--- src/rtl/uart_load_ctrl.sv ---
// Frame controller behind the UART receiver: parses a one-word header, then streams
// payload words into the selected on-chip buffer and reports completion or error.
module uart_load_ctrl #(
  parameter int          ADDR_W  = 12,
  parameter logic [15:0] TIMEOUT = 16'd50000
) (
  input  logic              clk,
  input  logic              rst_n,
  input  logic [15:0]       rx_data,
  input  logic              rx_valid,
  input  logic              cnn_busy,
  output logic              mem_we,
  output logic [1:0]        mem_sel,
  output logic [ADDR_W-1:0] mem_addr,
  output logic [15:0]       mem_wdata,
  output logic              busy,
  output logic              load_done,
  output logic              err,
  output logic [1:0]        err_code
);

  localparam logic [1:0] S_IDLE = 2'd0;
  localparam logic [1:0] S_DATA = 2'd1;
  localparam logic [1:0] S_DONE = 2'd2;

  logic [1:0]        state_q, state_d;
  logic              rx_valid_q, rx_valid_d;
  logic [ADDR_W-1:0] rem_q, rem_d;
  logic [ADDR_W-1:0] next_addr_q, next_addr_d;
  logic [15:0]       to_cnt_q, to_cnt_d;
  logic              mem_we_q, mem_we_d;
  logic [1:0]        mem_sel_q, mem_sel_d;
  logic [ADDR_W-1:0] mem_addr_q, mem_addr_d;
  logic [15:0]       mem_wdata_q, mem_wdata_d;
  logic              load_done_q, load_done_d;
  logic              err_q, err_d;
  logic [1:0]        err_code_q, err_code_d;

  logic        acc;
  logic [1:0]  hdr_sel;
  logic [11:0] hdr_n;
  logic        n_too_big;

  assign acc       = rx_valid & ~rx_valid_q;
  assign hdr_sel   = rx_data[15:14];
  assign hdr_n     = rx_data[11:0];
  assign n_too_big = (32'(hdr_n) >> ADDR_W) != 32'd0;

  always_comb begin
    state_d     = state_q;
    rx_valid_d  = rx_valid;
    rem_d       = rem_q;
    next_addr_d = next_addr_q;
    to_cnt_d    = to_cnt_q;
    mem_we_d    = 1'b0;
    mem_sel_d   = mem_sel_q;
    mem_addr_d  = mem_addr_q;
    mem_wdata_d = mem_wdata_q;
    load_done_d = 1'b0;
    err_d       = 1'b0;
    err_code_d  = err_code_q;
    case (state_q)
      S_IDLE: begin
        if (acc) begin
          if (cnn_busy) begin
            err_d = 1'b1; err_code_d = 2'd0;
          end else if (hdr_n == 12'd0) begin
            err_d = 1'b1; err_code_d = 2'd1;
          end else if (hdr_sel == 2'd3) begin
            err_d = 1'b1; err_code_d = 2'd2;
          end else if (n_too_big) begin
            err_d = 1'b1; err_code_d = 2'd3;
          end else begin
            mem_sel_d   = hdr_sel;
            rem_d       = ADDR_W'(hdr_n);
            next_addr_d = '0;
            to_cnt_d    = 16'd0;
            state_d     = S_DATA;
          end
        end
      end
      S_DATA: begin
        if (acc) begin
          mem_we_d    = 1'b1;
          mem_addr_d  = next_addr_q;
          mem_wdata_d = rx_data;
          next_addr_d = next_addr_q + 1'b1;
          rem_d       = rem_q - 1'b1;
          to_cnt_d    = 16'd0;
          if (rem_q == ADDR_W'(1)) state_d = S_DONE;
        end else if (to_cnt_q >= TIMEOUT) begin
          err_d      = 1'b1;
          err_code_d = 2'd3;
          state_d    = S_IDLE;
        end else begin
          to_cnt_d = to_cnt_q + 16'd1;
        end
      end
      S_DONE: begin
        // rx_valid_q may fall but not rise here, so an edge arriving in DONE
        // is still seen in IDLE if the level is held.
        rx_valid_d = rx_valid & rx_valid_q;
        if (!load_done_q) load_done_d = 1'b1;
        else              state_d     = S_IDLE;
      end
      default: state_d = S_IDLE;
    endcase
  end

  always_ff @(posedge clk) begin
    if (!rst_n) begin
      state_q     <= S_IDLE;
      rx_valid_q  <= 1'b0;
      rem_q       <= '0;
      next_addr_q <= '0;
      to_cnt_q    <= 16'd0;
      mem_we_q    <= 1'b0;
      mem_sel_q   <= 2'd0;
      mem_addr_q  <= '0;
      mem_wdata_q <= 16'd0;
      load_done_q <= 1'b0;
      err_q       <= 1'b0;
      err_code_q  <= 2'd0;
    end else begin
      state_q     <= state_d;
      rx_valid_q  <= rx_valid_d;
      rem_q       <= rem_d;
      next_addr_q <= next_addr_d;
      to_cnt_q    <= to_cnt_d;
      mem_we_q    <= mem_we_d;
      mem_sel_q   <= mem_sel_d;
      mem_addr_q  <= mem_addr_d;
      mem_wdata_q <= mem_wdata_d;
      load_done_q <= load_done_d;
      err_q       <= err_d;
      err_code_q  <= err_code_d;
    end
  end

  assign mem_we    = mem_we_q;
  assign mem_sel   = mem_sel_q;
  assign mem_addr  = mem_addr_q;
  assign mem_wdata = mem_wdata_q;
  assign busy      = (state_q != S_IDLE);
  assign load_done = load_done_q;
  assign err       = err_q;
  assign err_code  = err_code_q;

endmodule

--- config.mk ---
export PLATFORM = sky130hd
export DESIGN_NAME = uart_load_ctrl
export DESIGN_NICKNAME = d
export VERILOG_FILES = /design/src/rtl/uart_load_ctrl.sv
export SDC_FILE = /design/constraint.sdc
export NUM_CORES = 1
export LEC_CHECK = 0
export ABC_AREA = 1
export CAP_MARGIN = 30
export CORE_ASPECT_RATIO = 0.6
export CORE_UTILIZATION = 50
export DETAILED_ROUTE_END_ITERATION = 10
export GPL_ROUTABILITY_DRIVEN = 0
export PLACE_DENSITY = 0.74
export SETUP_SLACK_MARGIN = 0.3
export SLEW_MARGIN = 20
export SYNTH_ARGS = -nofsm -noshare
export SYNTH_HDL_FRONTEND = slang
export SYNTH_SLANG_ARGS = --single-unit
--- constraint.sdc ---
create_clock -name clk -period 2.1 [get_ports clk]
set_input_delay 0.315 -clock clk [delete_from_list [all_inputs] [get_ports clk]]
set_output_delay 0.315 -clock clk [all_outputs]
set_load 0.01 [all_outputs]
==> flow_metrics.py <==
metrics = {
    "detailed_routing": {
        "first_pass_iters": 5,
        "routed_wl_um": 11850,
        "drtAntennaViolNets": 0,
        "viasPerCell": 5.395,
        "wire_per_inst_um": 14.32,
        "num_vias": 4462,
        "drc": 0,
        "drt_iter0_drc": 485,
    },
    "finish": {
        "nFillCells": 731,
        "final_util": 0.6563,
        "final_area_mm2": 0.005235,
        "area_growth_syn_to_layout_pct": 25.19,
        "antenna-diode-count": 0,
        "final_net_count": 739,
        "drive_gt1_frac": 0.06537,
        "stdcell_count": 827,
    },
    "critical_path": {
        "r2r-end": "to_cnt_q[5]",
        "critPathTopFamily": "buffers and inverters",
        "critPathMaxStageDelay_ns": 0.55,
        "ff2ff_path_depth": 8,
        "crit_type": "reg -> out",
        "cp-start-kind": "flip-flop",
        "critPathSlowestCell": "clkdlybuf4s50_1",
        "crit_path_max_fanout": 7,
        "cp-end-kind": "output port",
        "path_buf_inv": 2,
        "worstPathCellList": "nor2_4 -> inv_1 -> clkdlybuf4s50_1",
        "path_depth": 3,
        "crit_arrival_ns": 1.44,
        "reg2reg_setup_slack_ns": 0.41,
        "crit_required_ns": 1.78,
        "reg2reg_from": "state_q[1]",
    },
    "grt": {
        "grt_pass1_wl_um": 19350,
        "grt_max_degree": 31,
        "grt_pass1_vias": 3920,
        "overflow": 0,
        "grt_usage": 0.2847,
        "antenna_found_initial": 0,
    },
    "yosys": {
        "synthDistinctLibCells": 30,
        "mappedNetlistArea_mm2": 0.004182,
        "yosys.area_share.xor_xnor": 0.02095,
        "synth-main-ff-cell": "dfxtp_1",
        "synth-simple-area-share": 0.3662,
        "syn_inst": 658,
        "syn_avg_cell_area_um2": 6.355,
        "yosysWarnings": 0,
        "syn_nets": 683,
        "seq_area_frac_synth": 0.3734,
        "synth_edf_count": 0,
        "async_flop_share": 0,
        "synth_top_family_by_area": "simple AND/OR/NAND/NOR gates",
        "synth-compound-area-share": 0.1293,
        "synth_fa_ha_area_frac": 0.01496,
        "ys_ff_latch": 78,
        "synthMuxAreaShare": 0.002394,
    },
    "timing": {
        "fin_setup_tns_ns": 0,
        "fmaxAchievable_ghz": 0.5710,
        "relSlewSlack": 0.6983,
        "timing_hold_violations_final": 0,
        "setup_viol": 0,
        "maxSlewViolCount": 0,
        "fin_crit_sh": 0.8340,
        "whs_ns": 0.4880,
        "rsz0062_at_grt": "true",
        "fin_worst_skew_ns": 0.01042,
        "worst_slew_pin_slew_ns": 0.4509,
        "fin_crit_ns": 1.751,
    },
    "clocking": {
        "clock_sinks": 78,
        "cts_setup_buffers": 0,
        "cts_tree": "done",
        "path_clk_slew_ns": 0.06,
        "cts.path.max_buffers": 2,
        "ctsHoldBuffers": 0,
        "clock-root-buffer": "clkbuf_16",
        "cts-buffers-inserted": 9,
        "htreeDepth": 3,
        "insertion_delay_ns": 0.34,
    },
    "floorplan": {
        "coreArea_mm2": 0.007976,
        "ios": 56,
        "die_x_um": 120.1,
        "initial_core_util": 0.5242,
        "dieArea_mm2": 0.008745,
        "die_h_um": 72.84,
        "num_rows": 25,
    },
    "power_and_ir_drop": {
        "power_density_mw_per_mm2": 755.0,
        "ir_drop_v": 0.0004463,
        "p_leak_nw": 2.218,
    },
    "hold_path": {
        "holdPathEnd": "err_code[0]",
        "min_path_type": "reg -> reg",
        "hold_depth": 2,
        "min_from": "err_code[0]",
    },
    "place": {
        "port_buffers": 55,
        "placed_cell_area_mm2": 0.004878,
        "hpwl_um": 8449,
        "dp.cells": 811,
    },
    "run": {
        "cap_violations": 0,
    },
    "run_status": {
        "outcome": "finished clean",
    },
}
-- logic make-up (layout without fill, tap and decap cells) --
kind of cell	count (synthesis)	in the layout
simple gates	366	366
compound gates	106	106
buf+inv	92	153
flops	78	78
xor+xnor	10	10
fa+ha+maj	5	5
mux	1	1
-- layout by cell type, fill, tap and decap left out, types with 2 or more instances in the layout --
| master | synthesis | final |
|---|---|---|
| o21ai_1 | 2 | 2 |
| inv_1 | 61 | 61 |
| nor2_1 | 114 | 111 |
| xor2_1 | 8 | 8 |
| buf_12 | 0 | 2 |
| clkdlybuf4s50_1 | 0 | 55 |
| xnor2_1 | 2 | 2 |
| bufinv_16 | 0 | 3 |
| inv_2 | 3 | 3 |
| nor3_1 | 8 | 8 |
| o21ai_0 | 44 | 44 |
| nand3b_1 | 4 | 4 |
| o21bai_1 | 3 | 3 |
| nand4_1 | 6 | 6 |
| nor2_4 | 0 | 2 |
| nor3b_1 | 2 | 2 |
| ha_1 | 5 | 5 |
| nand3_1 | 57 | 57 |
| dfxtp_1 | 78 | 77 |
| nor2_2 | 2 | 3 |
| nand2_1 | 169 | 168 |
| clkinv_2 | 0 | 3 |
| clkbuf_16 | 0 | 9 |
| a21oi_1 | 56 | 56 |
| buf_4 | 2 | 15 |
-- Yosys cell counts, types with 2 or more instances --
library cell	count	area, um2
nand2_1	169	634.4
nor2_1	114	427.9
dfxtp_1	78	1562
inv_1	61	229.0
nand3_1	57	285.3
a21oi_1	56	280.3
o21ai_0	44	220.2
clkbuf_1	16	60.06
nor3_1	8	40.04
xor2_1	8	70.07
nand4_1	6	37.54
ha_1	5	62.56
buf_2	4	20.02
buf_6	4	45.04
nand3b_1	4	30.03
inv_2	3	11.26
o21bai_1	3	22.52
buf_4	2	15.01
nor2_2	2	12.51
nor3b_1	2	15.01
o21ai_1	2	10.01
xnor2_1	2	17.52
-- worst max-delay path by stage --
stage	start	end	slack (ns)
2_1_floorplan	to_cnt_q[0]	to_cnt_q[6]	0.62
3_3_place_gp	rx_data[6]	to_cnt_q[13]	0.11
3_5_place_dp	rx_data[9]	to_cnt_q[1]	0.08
4_1_cts	state_q[1]	busy	0.28
5_1_grt	state_q[1]	to_cnt_q[12]	0.29
6_report	state_q[1]	busy	0.35
-- worst register-to-register path, stage by stage, from the launching register on --
cell	delay (ns)
dfxtp_1	0.41
inv_1	0.09
nand2_2	0.16
buf_4	0.21
inv_1	0.08
nand3_2	0.16
buf_4	0.24
nand3_1	0.10
a21oi_1	0.16
-- where the power goes --
| group | internal, W | switching, W | total [W] | leakage (nW) |
|---|---|---|---|---|
| combinational | 0.000235 | 0.000358 | 0.000593 | 1.42 |
| clock | 0.00115 | 0.000618 | 0.00177 | 0.165 |
| sequential | 0.00154 | 0.0000499 | 0.00159 | 0.633 |
-- per-layer routing --
metal	part of all wire	wire length, um	GRT usage
met5	0	0	0
met4	0.014	164	0.07917
met3	0.090	1069	0.07500
met2	0.40	4748	0.4010
met1	0.49	5863	0.4221
-- timing repair --
| action | in CTS | in global routing |
|---|---|---|
| pin swaps | 0 | 0 |
| endpoints found under the setup margin | 2 | 42 |
| gates resized for setup | 2 | 4 |
-- flip-flops by register name (all words and copies together) (netlist names) --
signal       count
mem_addr        12
rem_q           12
mem_sel          2
err_code         2
next_addr_q     12
to_cnt_q        16
rx_valid_q       1
state_q          2
mem_we           1
mem_wdata       16
load_done        1
err              1
-- final cells by class --
| type | instances | area (um2) | area share |
|---|---|---|---|
| multi-input combinational | 488 | 2252 | 0.4302 |
| sequential | 78 | 1563 | 0.2985 |
| timing repair buffer | 72 | 703.2 | 0.1343 |
| inverter | 65 | 244.0 | 0.04661 |
| clock buffer | 9 | 225.2 | 0.04302 |
| tap | 108 | 135.1 | 0.02581 |
| clock inverter | 7 | 112.6 | 0.02151 |
-- through the flow --
stage	worst slack, ns	total power (W)
2_1_floorplan	0.6190	0.001981
5_1_grt	0.2917	0.004093
3_3_place_gp	0.1078	0.002177
6_report	0.3485	0.003952
3_5_place_dp	0.08312	0.002191
4_1_cts	0.2843	0.003965
(Power assumes the default switching activity.)
